--- src/rtl/pc_redirect_unit.sv ---
// rtl/pc_redirect_unit.sv - PC stage aligning a late branch decision with its early-captured target
// Holds/advances the PC, redirects with a one-cycle flush on taken branches, supports stall and sticky halt.
module pc_redirect_unit #(
   parameter logic [31:0] RESET_PC = 32'h0000_0000,
   parameter int unsigned PC_INCR  = 4
) (
   input  logic        clk,
   input  logic        rst,
   input  logic        stall,
   input  logic [2:0]  brOp,
   input  logic [31:0] brTarget,
   input  logic        isBranch,
   input  logic        halt,
   output logic [31:0] pc,
   output logic        pcValid,
   output logic        flush,
   output logic        halted
);

   typedef enum logic [1:0] {RUN, BR_WAIT, BR_HOLD, HALT} state_t;

   localparam logic [31:0] INCR    = 32'(PC_INCR);
   localparam logic [31:0] PC_INIT = RESET_PC & 32'hFFFF_FFFC;

   state_t      state_q, state_d;
   logic [31:0] pc_q, pc_d;
   logic [31:0] tgt_q, tgt_d;
   logic        dec_q, dec_d;
   logic        halt_pend_q, halt_pend_d;
   logic        pc_valid_q, pc_valid_d;
   logic        flush_q, flush_d;
   logic        halted_q, halted_d;
   logic        taken;

   // The comparator decision is only live in BR_WAIT; after a stall we rely on the captured copy.
   assign taken = (state_q == BR_WAIT) ? isBranch : dec_q;

   always_comb begin
      state_d     = state_q;
      pc_d        = pc_q;
      tgt_d       = tgt_q;
      dec_d       = dec_q;
      halt_pend_d = halt_pend_q;
      pc_valid_d  = pc_valid_q;
      flush_d     = 1'b0;
      halted_d    = halted_q;
      case (state_q)
         RUN: begin
            if (halt || halt_pend_q) begin
               state_d    = HALT;
               pc_valid_d = 1'b0;
               halted_d   = 1'b1;
            end else if (stall) begin
               pc_valid_d = 1'b1;
            end else if (brOp != 3'b000) begin
               tgt_d      = brTarget & 32'hFFFF_FFFC;
               state_d    = BR_WAIT;
               pc_valid_d = 1'b0;
            end else begin
               pc_d       = pc_q + INCR;
               pc_valid_d = 1'b1;
            end
         end
         BR_WAIT, BR_HOLD: begin
            if (state_q == BR_WAIT) begin
               dec_d = isBranch;
            end
            if (halt) begin
               halt_pend_d = 1'b1;
            end
            if (stall) begin
               state_d = BR_HOLD;
            end else begin
               state_d    = RUN;
               pc_valid_d = 1'b1;
               if (taken) begin
                  pc_d    = tgt_q;
                  flush_d = 1'b1;
               end else begin
                  pc_d = pc_q + INCR;
               end
            end
         end
         default: begin
            pc_valid_d = 1'b0;
            halted_d   = 1'b1;
         end
      endcase
   end

   always_ff @(posedge clk) begin
      if (rst) begin
         state_q     <= RUN;
         pc_q        <= PC_INIT;
         tgt_q       <= 32'h0;
         dec_q       <= 1'b0;
         halt_pend_q <= 1'b0;
         pc_valid_q  <= 1'b0;
         flush_q     <= 1'b0;
         halted_q    <= 1'b0;
      end else begin
         state_q     <= state_d;
         pc_q        <= pc_d;
         tgt_q       <= tgt_d;
         dec_q       <= dec_d;
         halt_pend_q <= halt_pend_d;
         pc_valid_q  <= pc_valid_d;
         flush_q     <= flush_d;
         halted_q    <= halted_d;
      end
   end

   assign pc      = pc_q;
   assign pcValid = pc_valid_q;
   assign flush   = flush_q;
   assign halted  = halted_q;

endmodule

--- config.mk ---
export PLATFORM = sky130hd
export DESIGN_NAME = pc_redirect_unit
export DESIGN_NICKNAME = d
export VERILOG_FILES = /design/src/rtl/pc_redirect_unit.sv
export SDC_FILE = /design/constraint.sdc
export NUM_CORES = 1
export LEC_CHECK = 0
export CAP_MARGIN = 20
export CORE_MARGIN = 2
export CORE_UTILIZATION = 55
export DETAILED_ROUTE_END_ITERATION = 12
export PLACE_DENSITY_LB_ADDON = 0.2
export SYNTH_ARGS = -nofsm -noshare
export SYNTH_HDL_FRONTEND = slang
export SYNTH_SLANG_ARGS = --single-unit
--- constraint.sdc ---
create_clock -name clk -period 5.34 [get_ports clk]
set_clock_uncertainty 0.15 [all_clocks]
set_input_delay 0.534 -clock clk [delete_from_list [all_inputs] [get_ports clk]]
set_output_delay 0.534 -clock clk [all_outputs]
set_load 0.005 [all_outputs]
---- Yosys cells after proc, flatten, opt, wreduce, memory -nomap -nowiden ----
Index checks and enable logic that the tools add are counted.
operators by class
  eq/ne operators ......................... 9
  $add $sub $neg .......................... 1
  mux-type cells .......................... 20
  reductions and logical operators ........ 11
  bitwise logic cells ..................... 3
operators with widths
  operator                                       count
  two-way mux 32 bit                             5
  one-hot mux 32 bit (2 select lines)            1
  adder 32 x 3 -> 32 bit, second input constant  1
  inequality test 2 bit, second input constant   5
  two-way mux 2 bit                              4
  two-way mux 1 bit                              7
  inequality test 3 bit, second input constant   2
  AND reduction 5 bit                            1
  one-hot mux 1 bit (2 select lines)             2
  one-hot mux 2 bit (2 select lines)             1
  AND reduction 2 bit                            2
  AND reduction 4 bit                            1
  inverter 1 bit                                 3
  AND reduction 3 bit                            1
  nonzero test 3 bit                             1
  OR reduction 3 bit                             1
  == test 2 x 1 -> 1 bit, second input constant  1
  == test 2 bit, second input constant           1
  logical NOT 2 bit                              1
  nonzero test 2 bit                             1
  OR reduction 2 bit                             1
  logical OR 1 bit                               1
word-level totals
  register bits ........................... 69
  bits of input ports ..................... 40

---- Depth between registers and ports, before layout ----
Gate-level depths: netlist (run 1).
  word-level depth ........................ 5
  gate-level depth with buffers ........... 10
  gate-level depth less buffers ........... 7

---- Worst setup path after synthesis (run 1) ----
OpenSTA, ideal clock, no wires.
  path type ............................... register to register
  start point ............................. register state_q[1]
  end point ............................... register pc_q[20] (netlist: pc[20])
  period minus slack after synthesis ...... 2,053 ps
  cell stages (with the launch flop) ...... 9
  setup slack ............................. 3,287 ps
  setup time .............................. 74 ps
  arrival ................................. 1,828 ps
  cells stage by stage .................... dfxtp_1 -> inv_1 -> ha_1 -> mux2_4 -> and2_4 -> buf_6 -> or3_1 -> mux2_2 -> a31oi_2
between the ends
  word-level cells in the longest chain between the ends .. 5
  elaborated cells on any way between the ends .. 14
  those cells by class .................... 6 x eq/ne; 4 x mux; 4 x reduce/logical
RTL lines
  what                                 line    RTL
  from (decl)                          25      state_t state_q, state_d;
  from (signal assigned)               102     state_q <= state_d;
  == test 2 x 1 -> 1 bit               36, 47
  two-way mux 1 bit                    -
  two-way mux 32 bit                   76      if (taken) begin
  two-way mux 32 bit                   71      if (stall) begin
  one-hot mux 32 bit (2 select lines)  47      case (state_q)
  to (signal assigned)                 103     pc_q <= pc_d;
  to (decl)                            26      logic [31:0] pc_q, pc_d;
Several ways; a longest one is shown, not always the timed one. The select of a mux whose other input is x is not followed.
A chain may end at the register's enable or synchronous reset.

---- Worst setup path after layout (run 1) ----
  start point ............................. register state_q[0]
  end point ............................... register pc_q[27] (netlist: pc[27])
The elaborated chain is that of the path after synthesis.

==> impl_metrics.env, run 1 <==
export IMPL_switchingPower_uw=597
export IMPL_ant_nets=0
export IMPL_cts_tree="done"
export IMPL_synth_cell_type_count=53
export IMPL_relSlewSlack=0.429
export IMPL_grt_usage=0.281
export IMPL_core_area_sq_mm=0.00596
export IMPL_final_cell_mix="nand2_1 (88), clkdlybuf4s50_1 (69), dfxtp_1 (67)"
export IMPL_htree_levels=3
export IMPL_dp_final_hpwl_microns=5760
export IMPL_worstPathRequired_ps=5420
export IMPL_finalWirelength_microns=9020
export IMPL_cts_root_buf="clkbuf_8"
export IMPL_routedWlPerCell_microns=15.7
export IMPL_power_density_mw_per_mm2=377
export IMPL_pwr_share_comb=0.345
export IMPL_ctsResizeCount=0
export IMPL_diodes=0
export IMPL_fp_dieW_microns=82.7
export IMPL_yosys_area_top_type="dfxtp_1"
export IMPL_max_freq_mhz=317
export IMPL_clk_latency_ps=350
export IMPL_dieHeight_microns=82.7
export IMPL_start_util=0.572
export IMPL_grt_max_degree=52
export IMPL_grt_pass1_vias=3077
export IMPL_num_io_pins=75
export IMPL_drv_cap=0
export IMPL_drive_above_1_share=0.0783
export IMPL_crit_fanout=26
export IMPL_portBuffers=70
export IMPL_clkPwrFrac=0.283
export IMPL_ir_worst_vdd_mv=0.284
export IMPL_maxSlewViolCount=0
export IMPL_synth_area_top_cells="dfxtp_1 (39%), nand2_1 (9.7%), a21oi_1 (8.4%)"
export IMPL_globalplace_congestion=0.851
export IMPL_synth_edf_count=0
export IMPL_drc_errors=0
export IMPL_postSynthCellCount=441
export IMPL_num_vias=3496
export IMPL_mostFrequentLayoutCell="nand2_1"
export IMPL_cp_end_kind="flip-flop"
export IMPL_arrival_ps=3230
export IMPL_hold_violations=0
export IMPL_seq_area_frac_synth=0.393
export IMPL_ys_ff_latch=67
export IMPL_rsz0062_at_grt="false"
export IMPL_drt_pass1_iter_count=5
export IMPL_synth_warnings=0
export IMPL_synth_ff_type="dfxtp_1"
export IMPL_synth_area_per_cell_sq_um=7.73
export IMPL_hp_class="reg -> reg"
export IMPL_dieArea_sq_mm=0.00685
export IMPL_worstSetupPathType="reg -> reg"
export IMPL_critPathLaunchType="flip-flop"
export IMPL_grt_pass1_wl_microns=14700
export IMPL_path_clk_slew_ps=70
export IMPL_synth_top_area_frac=0.393
export IMPL_numClockSinks=67
export IMPL_vias_per_cell=6.10
export IMPL_p_leak_uw=0.00139
export IMPL_p_seq_frac=0.372
export IMPL_setup_viol=0
export IMPL_rows=28
export IMPL_syn2layout_area_growth_pct=26.5
export IMPL_antenna_found_initial=0
export IMPL_fin_nets=537
export IMPL_ys_async_sr_fraction=0
export IMPL_outcome="finished, final reports clean"
export IMPL_cts_setup_buffers=0
export IMPL_fill_cells=519
export IMPL_fin_tns_setup_ps=0
export IMPL_synth_area_sq_mm=0.00341
export IMPL_post_route_period_util=0.590
export IMPL_overflow=0
export IMPL_clockBufferDepth=2
export IMPL_cts_made_buffers=9
export IMPL_swShare=0.367
export IMPL_p_int_uw=1030
export IMPL_fin_hold_ws_ps=308
export IMPL_drtIter0Drc=302
export IMPL_worstMarginPinSlew_ps=854
export IMPL_period_minus_slack_ps=3150
export IMPL_hold_buffers=0
[Yosys cell counts (all sizes together) (7+ instances only)]
cell	count
dfxtp	67
a211oi	8
clkbuf	22
o21ai	23
a21oi	58
nand4	12
nand3	20
a31oi	7
nor3	11
a21o	9
a22oi	8
buf	16
nor2	23
nand2	88
[final timing paths]
| check | from | endpoint | slack [ps] | cells after the start |
|---|---|---|---|---|
| setup reg to reg | state_q[0]$_SDFFE_PP0P_ | pc[27]$_SDFFE_PP0P_ | 2190 | 8 |
| setup / recovery | state_q[0]$_SDFFE_PP0P_ | pc[27]$_SDFFE_PP0P_ | 2190 | 8 |
| hold / removal | tgt_q[22]$_SDFFE_PP0P_ | tgt_q[22]$_SDFFE_PP0P_ | 310 | 2 |
| hold reg to reg | tgt_q[22]$_SDFFE_PP0P_ | tgt_q[22]$_SDFFE_PP0P_ | 310 | 2 |
[stage by stage]
step / instance area [sq um] / util / std cells / worst slack [ps] / power [uW]
after global routing: 4310 / 0.724 / 573 / 1920 / 1720
after floorplan: 3410 / - / 442 / 3290 / 1000
final: 4310 / 0.724 / 573 / 2190 / 1630
after CTS: 4260 / 0.715 / 569 / 2240 / 1610
after detailed placement: 4040 / 0.679 / 553 / 2180 / 1150
after global placement: 4040 / 0.679 / 553 / 2220 / 1140
[per-layer routing]
layer  global-route usage  up-vias  wire length (microns)
met5                    0        -                      0
met4               0.0885        0                    136
met3               0.0609       17                    667
met2                0.456      161                   4370
met1                0.372     1636                   3850
li1                     -     1682                      -
[registers in the layout (all words and copies together), names as in the netlist]
register,cells
pc,30
tgt_q,30
state_q,2
dec_q,1
flush,1
halt_pend_q,1
halted,1
pcValid,1
[cell type report]
type                            count  area [sq um]  share of cell area
Tap cell                           75          93.8              0.0218
Sequential cell                    67          1340               0.311
Clock inverter                      7          92.6              0.0215
Timing Repair Buffer               78           781               0.181
Inverter                            6          22.5             0.00522
Clock buffer                        9           124              0.0287
Multi-Input combinational cell    331          1860               0.431
[cell families (layout without fill, tap and decap cells)]
family,after synthesis,after routing,share of synthesized area
AO/OA/AOI/OAI,139,139,0.257
adder cells (fa/ha/maj),4,4,0.0147
buffers and inverters,44,100,0.0624
flip-flops,67,67,0.393
multiplexers,4,4,0.0139
other,1,2,0.00110
AND/OR/NAND/NOR,182,182,0.258
[power groups by stage]
| stage | clock (uW) | combinational [uW] | sequential, uW |
|---|---|---|---|
| after floorplan | 0 | 398 | 604 |
| after global placement | 0 | 527 | 612 |
| after detailed placement | 0 | 537 | 614 |
| after CTS | 463 | 539 | 604 |
| after global routing | 484 | 620 | 611 |
| final | 460 | 560 | 605 |
[worst max-delay path, cell delays in order, from the launching register on]
cell and delay (ps):
dfxtp_1 400, inv_1 60, ha_1 580, a211oi_1 450, a21o_1 680, buf_4 290, nand2_1 110, a32oi_1 240
nor2_1 60
No activity file was read; power rests on OpenSTA's default activity.
==> run 2: changes to the inputs <==
--- a/config.mk
+++ b/config.mk
@@ -7,7 +7,7 @@
 export LEC_CHECK = 0
 export CAP_MARGIN = 20
 export CORE_MARGIN = 2
-export CORE_UTILIZATION = 55
+export CORE_UTILIZATION = 46
 export DETAILED_ROUTE_END_ITERATION = 12
 export PLACE_DENSITY_LB_ADDON = 0.2
 export SYNTH_ARGS = -nofsm -noshare
==> constraint.sdc (replaced) <==
create_clock -name clk -period 2.6 [get_ports clk]
set_clock_uncertainty 0.15 [all_clocks]
set_input_delay 0.26 -clock clk [delete_from_list [all_inputs] [get_ports clk]]
set_output_delay 0.26 -clock clk [all_outputs]
set_load 0.005 [all_outputs]
==> run 2 against run 1 <==
Utilization shrank 12 points. Flip-flop and latch count did not move. Sequential power rose by 100%. Clock-buffer cell count is 4 higher. Maximum frequency grew 37%. Setup slack worse by 1900 ps. Global-route usage decreased by 5.4 points. Worst hold slack worse by 22 ps. First-iteration DRC count down 39%. Total power rose by 100%. Combinational power is 130% higher. Design area increased by 1.6%. Largest cell class unchanged.
==> impl_metrics.env, run 2 (synthesis gave the netlist of run 1 again) <==
export IMPL_maxSlewViolCount=0
export IMPL_drtIter0Drc=185
export IMPL_clk_latency_ps=340
export IMPL_path_clk_slew_ps=70
export IMPL_globalplace_congestion=0.907
export IMPL_cts_root_buf="clkbuf_8"
export IMPL_fin_tns_setup_ps=0
export IMPL_worstMarginPinSlew_ps=622
export IMPL_drv_cap=0
export IMPL_post_route_period_util=0.883
export IMPL_setup_viol=0
export IMPL_grt_pass1_wl_microns=15200
export IMPL_diodes=0
export IMPL_portBuffers=70
export IMPL_fin_nets=549
export IMPL_max_freq_mhz=435
export IMPL_hp_class="in -> reg"
export IMPL_dieArea_sq_mm=0.00812
export IMPL_fin_hold_ws_ps=287
export IMPL_final_cells=608
export IMPL_fin_util=0.608
export IMPL_drt_pass1_iter_count=5
export IMPL_start_util=0.473
export IMPL_power_density_mw_per_mm2=751
export IMPL_mostFrequentLayoutCell="nand2_1"
export IMPL_antenna_found_initial=0
export IMPL_ant_nets=0
export IMPL_syn2layout_area_growth_pct=28.6
export IMPL_finalWirelength_microns=9120
export IMPL_dpl_cell_count=593
export IMPL_rsz0062_at_grt="false"
export IMPL_overflow=0
export IMPL_hold_buffers=0
export IMPL_cp_end_kind="flip-flop"
export IMPL_num_io_pins=75
export IMPL_final_cell_mix="nand2_1 (88), clkdlybuf4s50_1 (69), dfxtp_1 (67)"
export IMPL_rows=31
export IMPL_reg2reg_slack_ps=300
export IMPL_cts_made_buffers=9
export IMPL_relSlewSlack=0.585
export IMPL_numClockSinks=67
export IMPL_grt_max_degree=40
export IMPL_cts_setup_buffers=0
export IMPL_period_minus_slack_ps=2300
export IMPL_worstSetupPathType="reg -> reg"
export IMPL_routedWlPerCell_microns=15.0
export IMPL_ctsResizeCount=0
export IMPL_p_leak_uw=0.00142
export IMPL_hold_violations=0
export IMPL_critPathLaunchType="flip-flop"
export IMPL_fp_dieW_microns=90.1
export IMPL_outcome="finished, final reports clean"
export IMPL_num_vias=3424
export IMPL_drive_above_1_share=0.0963
export IMPL_ir_worst_vdd_mv=0.394
export IMPL_drc_errors=0
export IMPL_crit_fanout=8
export IMPL_worstPathRequired_ps=2710
export IMPL_cts_tree="done"
export IMPL_core_area_sq_mm=0.00721
export IMPL_htree_levels=3
export IMPL_vias_per_cell=5.63
export IMPL_dieHeight_microns=90.1
export IMPL_clockBufferDepth=2
export IMPL_arrival_ps=2410
export IMPL_grt_usage=0.226
export IMPL_grt_pass1_vias=3226
export IMPL_dp_final_hpwl_microns=6310
-- run 2: final timing paths --
check | depth (start not counted) | start | end
min | 2 | rst | tgt_q[16]$_SDFFE_PP0P_
max reg2reg | 7 | pc[3]$_SDFFE_PP0P_ | pc[20]$_SDFFE_PP0P_
max | 7 | pc[3]$_SDFFE_PP0P_ | pc[20]$_SDFFE_PP0P_
min reg2reg | 2 | tgt_q[7]$_SDFFE_PP0P_ | tgt_q[7]$_SDFFE_PP0P_
-- run 2: routing by layer --
metal | vias up | part of all wire | GRT usage
li1 | 1708 | - | -
met1 | 1585 | 0.47 | 0.305
met2 | 121 | 0.46 | 0.358
met3 | 10 | 0.054 | 0.0604
met4 | 0 | 0.010 | 0.0615
met5 | - | 0 | 0
-- run 2: power breakdown --
part | total [uW] | switching (uW) | internal (uW)
combinational | 1260 | 745 | 517
sequential | 1230 | 88.4 | 1140
clock | 802 | 385 | 417
total | 3290 | 1220 | 2080
-- run 2: per-stage QoR --
stage | power, uW | setup slack [ps] | instance area (sq um)
finish | 3290 | 304 | 4380
global route | 3490 | 140 | 4380
CTS | 3290 | 318 | 4380
detailed placement | 2500 | 242 | 4210
global placement | 2480 | 306 | 4210
floorplan | 2060 | 547 | 3410
-- run 2: worst max-delay path, stage by stage, from the launching register on --
cell and delay [ps]:
dfxtp_1 420, ha_1 230, nand3_1 230, nor4_2 400
buf_4 250, nand4_1 120, mux2_2 300, a31oi_2 130
-- run 2: area by class of cell --
| type | instances | area [sq um] |
|---|---|---|
| clock buffers | 13 | 169 |
| clock inverters | 2 | 10.0 |
| fillers | 698 | 2830 |
| inverters | 6 | 22.5 |
| multi-input cells | 331 | 1860 |
| flip-flops and latches | 67 | 1340 |
| well taps | 99 | 124 |
| repair buffers | 90 | 858 |
==> variant 1: new RTL, settings of run 2 <==
Reset style: asynchronous (`rst`), changed in one clocked block.
--- a/src/rtl/pc_redirect_unit.sv
+++ b/src/rtl/pc_redirect_unit.sv
@@ -88,7 +88,7 @@
       endcase
    end
 
-   always_ff @(posedge clk) begin
+   always_ff @(posedge clk or posedge rst) begin
       if (rst) begin
          state_q     <= RUN;
          pc_q        <= PC_INIT;
Behaviour: differs if rst is asserted again (counterexample within 4 cycles, from zero or initial values and one cycle with rst high); with rst held inactive, the same outputs for 4 cycles.
==> variant 1 against run 2 <==
Area after synthesis down 0.62%; worst setup slack better by 62 ps; via count down 16%; die area down 0.59%; cell area up 0.83%; power up 51%; cell count down 16%; sequential cell count unchanged; routed wire length down 14%; largest cell class is now sequential cells; highest routed layer unchanged.
==> variant 1: results (changes against run 2) <==
H-tree depth -> 3 (unchanged)
HPWL after DPL -> 5.592 mm (-11%)
layout cell share with drive strength beyond 1 -> 16.75% (+7.1 points)
number of antenna diodes -> 0 (unchanged)
final hold slack -> 214.4 ps (-72.29 ps)
largest net degree at the start of global routing -> 36 (-10%)
R2R depth -> 7 (unchanged)
vias per cell -> 5.656 (+0.43%)
VDD IR max -> 0.0005509 V (+40%)
Routed WL per cell -> 15.37 µm (+2.5%)
Max stage delay on crit path -> 400 ps (-20 ps)
Crit-path slowest cell -> dfrtp_1
worst skew pair latency -> 340 ps (about the same)
clock buffer count from CTS -> 9 (unchanged)
Cells after Synth -> 337 (-24%)
outcome -> finished clean
Comb. pwr -> 2.40 mW (+90%)
Max clock buf depth -> 2 (unchanged)
Reg power frac -> 35.7% (-1.7 points)
post-synthesis async set-or-reset flop share -> 100.0% (+100 points)
internal power -> 3.077 mW (+48%)
Static Leak -> 1.916 nW (+35%)
Synth top cells by count -> 67 x dfrtp_1, 39 x a21oi_1, 31 x mux2_2
yosys warns -> 0 (unchanged)
First-pass DRT Iterations -> 4 (-1)
Place WS -> 317.0 ps (+74.93 ps)
root buf cell -> clkbuf_8
IO Port Bufs -> 70 (unchanged)
placement-stage cell area -> 4242 µm² (+0.86%)
buffer count from post-CTS setup fixing -> 0 (unchanged)
Layout fillers -> 640 (-8.3%)
via count -> 2890 (-16%)
Reg2Reg Capture Point -> pc[15]
slew at the pin closest to its max-slew limit -> 742.3 ps (+120.0 ps)
Placed Cells -> 496 (-16%)
Seq/Total Area, Yosys -> 49.48% (+10 points)
Final Wtd Congestion -> 0.8002 (-12%)
Synth cell types -> 39 (-26%)
GRT Resource Usage Total -> 20.08% (-2.5 points)
worst-path fanout max -> 18 (+10)
Critical Path Source -> state_q[1]
first-pass GRT wire length -> 13.37 mm (-12%)
synth top area cells -> dfrtp_1 49%, mux2_2 10%, a21oi_1 5.8%, nand2_1 2.9%, o21ai_0 2.5%
final instance area -> 4420 µm² (+0.83%)
initial antenna violation count -> 0 (unchanged)
DRC Markers -> 0 (unchanged)
post-CTS sizing -> 0 (unchanged)
vias in the first global route -> 2824 (-12%)
leading area contributor after synthesis -> dfrtp_1
Final Net Count -> 452 (-18%)
initial DRC count -> 117 (-37%)
Pwr Density -> 1124 nW/µm² (+50%)
FF-to-FF setup slack -> 370 ps (+60 ps)
cell family with most CP delay -> simple AND/OR/NAND/NOR gates
worst hold path class -> input port to async pin
Post-synth top flop -> dfrtp_1
arrival time at the worst endpoint -> 2340 ps (-70 ps)
[variant 1: changes by cell type after synthesis, moves of 6 or more]
cell,run 2,this run
a21o_1,9,3
a21oi_1,57,39
a22oi_1,8,0
clkbuf_1,22,8
dfrtp_1,0,67
dfxtp_1,67,0
mux2_2,2,31
nand2_1,88,26
nand4_1,11,5
nor3_1,10,4
o21ai_1,10,0
o22ai_1,1,10
[variant 1: area by class of cell]
class	instances	area share, %
clock buffer	13	3.821
clock inverter	2	0.2264
inverter	5	0.4246
multi-input combinational	240	35.55
sequential	67	37.93
tap	99	2.802
timing repair buffer	85	19.25
[variant 1: worst register-to-register path: cells and delay by family (launching register included)]
| kind | cells | cell delay, ps |
|---|---|---|
| compound gates | 2 | 230 |
| fa+ha+maj | 1 | 170 |
| buf+inv | 1 | 100 |
| flops | 1 | 400 |
| mux | 1 | 360 |
| simple gates | 2 | 750 |
[variant 1: worst max-delay path by stage]
stage | endpoint | slack (ps)
floorplan | dec_q | 510
global placement | tgt_q[6] | 350
detailed placement | tgt_q[8] | 320
CTS | pc[15] | 370
global route | pc[15] | 130
finish | pc[15] | 370
[variant 1: routing by layer]
layer	up-vias	GRT usage, %	routed length [µm]
met4	0	7.821	84
met5	-	0	0
met3	8	4.275	421
met1	1421	26.43	3599
met2	78	32.70	3749
li1	1383	-	-
[variant 1: cells by family (layout without fill, tap and decap cells)]
group / count (synthesis) / count (layout) / synth area share, %
AND/OR/NAND/NOR: 100 / 100 / 14.88
flip-flops: 67 / 67 / 49.48
buffers and inverters: 31 / 105 / 4.579
AO/OA/AOI/OAI: 103 / 103 / 19.17
other: 1 / 2 / 0.1107
multiplexers: 31 / 31 / 10.30
adder cells (fa/ha/maj): 4 / 4 / 1.477
==> variant 2: new RTL, config.mk and constraints of run 2 <==
Without the edit above. The 4 states of `state_t` get a Gray code encoding in 2 bits.
--- a/src/rtl/pc_redirect_unit.sv
+++ b/src/rtl/pc_redirect_unit.sv
@@ -17,7 +17,7 @@
    output logic        halted
 );
 
-   typedef enum logic [1:0] {RUN, BR_WAIT, BR_HOLD, HALT} state_t;
+   typedef enum logic [1:0] {RUN = 2'b00, BR_WAIT = 2'b01, BR_HOLD = 2'b11, HALT = 2'b10} state_t;
 
    localparam logic [31:0] INCR    = 32'(PC_INCR);
    localparam logic [31:0] PC_INIT = RESET_PC & 32'hFFFF_FFFC;
Formal check against the unedited RTL: no difference found for any inputs over 4 cycles, from zero or initial values and one cycle with rst high; so few cycles prove little.
==> variant 2 against run 2 <==
Sequential share of layout area increased by 0.58 points; critical path type unchanged; critical path depth decreased by 1; area after synthesis fell by 3.4%; cell area fell by 1.9%; highest routed layer unchanged; worst setup slack worse by 33 ps; routed wire length hardly changed; synthesized cell count fell by 2.7%; sequential cell count did not move; via count rose by 0.32%; die area down 3.2%.
Power is not compared: it rests on default switching activity, and its combinational part moved more than twofold at a synthesized area within 25%.
==> variant 2: results (changes against run 2) <==
first-pass GRT wire length -> 14.86 mm (-2.0%)
Layout fillers -> 614 (-12%)
Static Leak -> 1.409 nW
Synth cell types -> 51 (-3.8%)
Seq/Total Area, Yosys -> 40.71% (+1.4 points)
placement-stage cell area -> 4143 µm² (-1.5%)
Max stage delay on crit path -> 510 ps (+90 ps)
layout cell share with drive strength beyond 1 -> 8.982% (-0.64 points)
Final Net Count -> 538 (-2.0%)
worst-path fanout max -> 6 (-2)
post-synthesis async set-or-reset flop share -> 0% (unchanged)
synth top area cells -> dfxtp_1 41%, nand2_1 9.8%, a21oi_1 8.2%, nand3_1 4.1%, nor2_1 3.2%
outcome -> finished clean
arrival time at the worst endpoint -> 2450 ps (+40 ps)
Final Wtd Congestion -> 0.8885 (-2.1%)
GRT Resource Usage Total -> 24.18% (+1.6 points)
Synth top cells by count -> 86 x nand2_1, 67 x dfxtp_1, 54 x a21oi_1
Crit-path slowest cell -> or4_1
initial DRC count -> 370 (+100%)
vias per cell -> 5.754 (+2.2%)
vias in the first global route -> 3073 (-4.7%)
Slew HR -> 52.64% (-5.9 points)
met3 routed WL -> 556 µm (+14%)
Met1 Wirelength -> 4.248 mm (-1.2%)
HPWL after DPL -> 6.155 mm (-2.5%)
met2 WL -> 4.200 mm (-0.87%)
-- variant 2: worst register-to-register path, cell delays in order (launching register included) --
cell and delay (ps):
dfxtp_1 440, ha_1 270, nand4_2 140, nor3_1 310, nand3_1 250, or4_1 510
o221ai_1 170
-- variant 2: cell type report --
class	instances	area (µm²)	share of cell area [%]
Multi-Input combinational cell	328	1818	42.25
Clock buffer	12	145.1	3.373
Clock inverter	3	15.01	0.3489
Timing Repair Buffer	87	848.3	19.72
Tap cell	96	120.1	2.792
Sequential cell	67	1341	31.17
Inverter	4	15.01	0.3489
-- variant 2: kinds of logic (layout without fill, tap and decap cells) --
logic type | count (synthesis) | count (layout) | synth area share (%)
fa+ha+maj | 1 | 1 | 0.3797
compound gates | 124 | 124 | 23.47
buf+inv | 35 | 106 | 4.405
simple gates | 197 | 197 | 29.51
flops | 67 | 67 | 40.71
other cells | 1 | 2 | 0.1138
mux | 4 | 4 | 1.405
-- variant 2: final timing paths --
check,depth (start not counted),slack [ps],end,startpoint
setup / recovery,6,270,pc[28],pc[2]
hold / removal,3,150,pc[17],rst
setup reg to reg,6,270,pc[28],pc[2]
hold reg to reg,2,310,tgt_q[21],tgt_q[21]
-- variant 2: power by group --
group          internal [mW]  switching [mW]  total (mW)
Clock                  0.363           0.392       0.755
Sequential              1.06          0.0218        1.08
Combinational          0.105           0.110       0.216
Total                   1.52           0.524        2.05
-- variant 2: stage by stage --
| step | cells | hold WS (ps) | worst slack [ps] |
|---|---|---|---|
| 6_report | 597 | 146.1 | 270.4 |
| 5_1_grt | 597 | 150.1 | 50.16 |
| 4_1_cts | 597 | 126.9 | 273.7 |
| 3_5_place_dp | 582 | 298.6 | 255.3 |
| 3_3_place_gp | 582 | 294.0 | 285.1 |
| 2_1_floorplan | 430 | 189.3 | 510.2 |
-- variant 2: layer usage --
layer	vias to the layer above	global-route usage, %
met2	120	36.64
met1	1619	34.84
met3	11	4.011
li1	1685	-
met4	0	8.402
met5	-	0
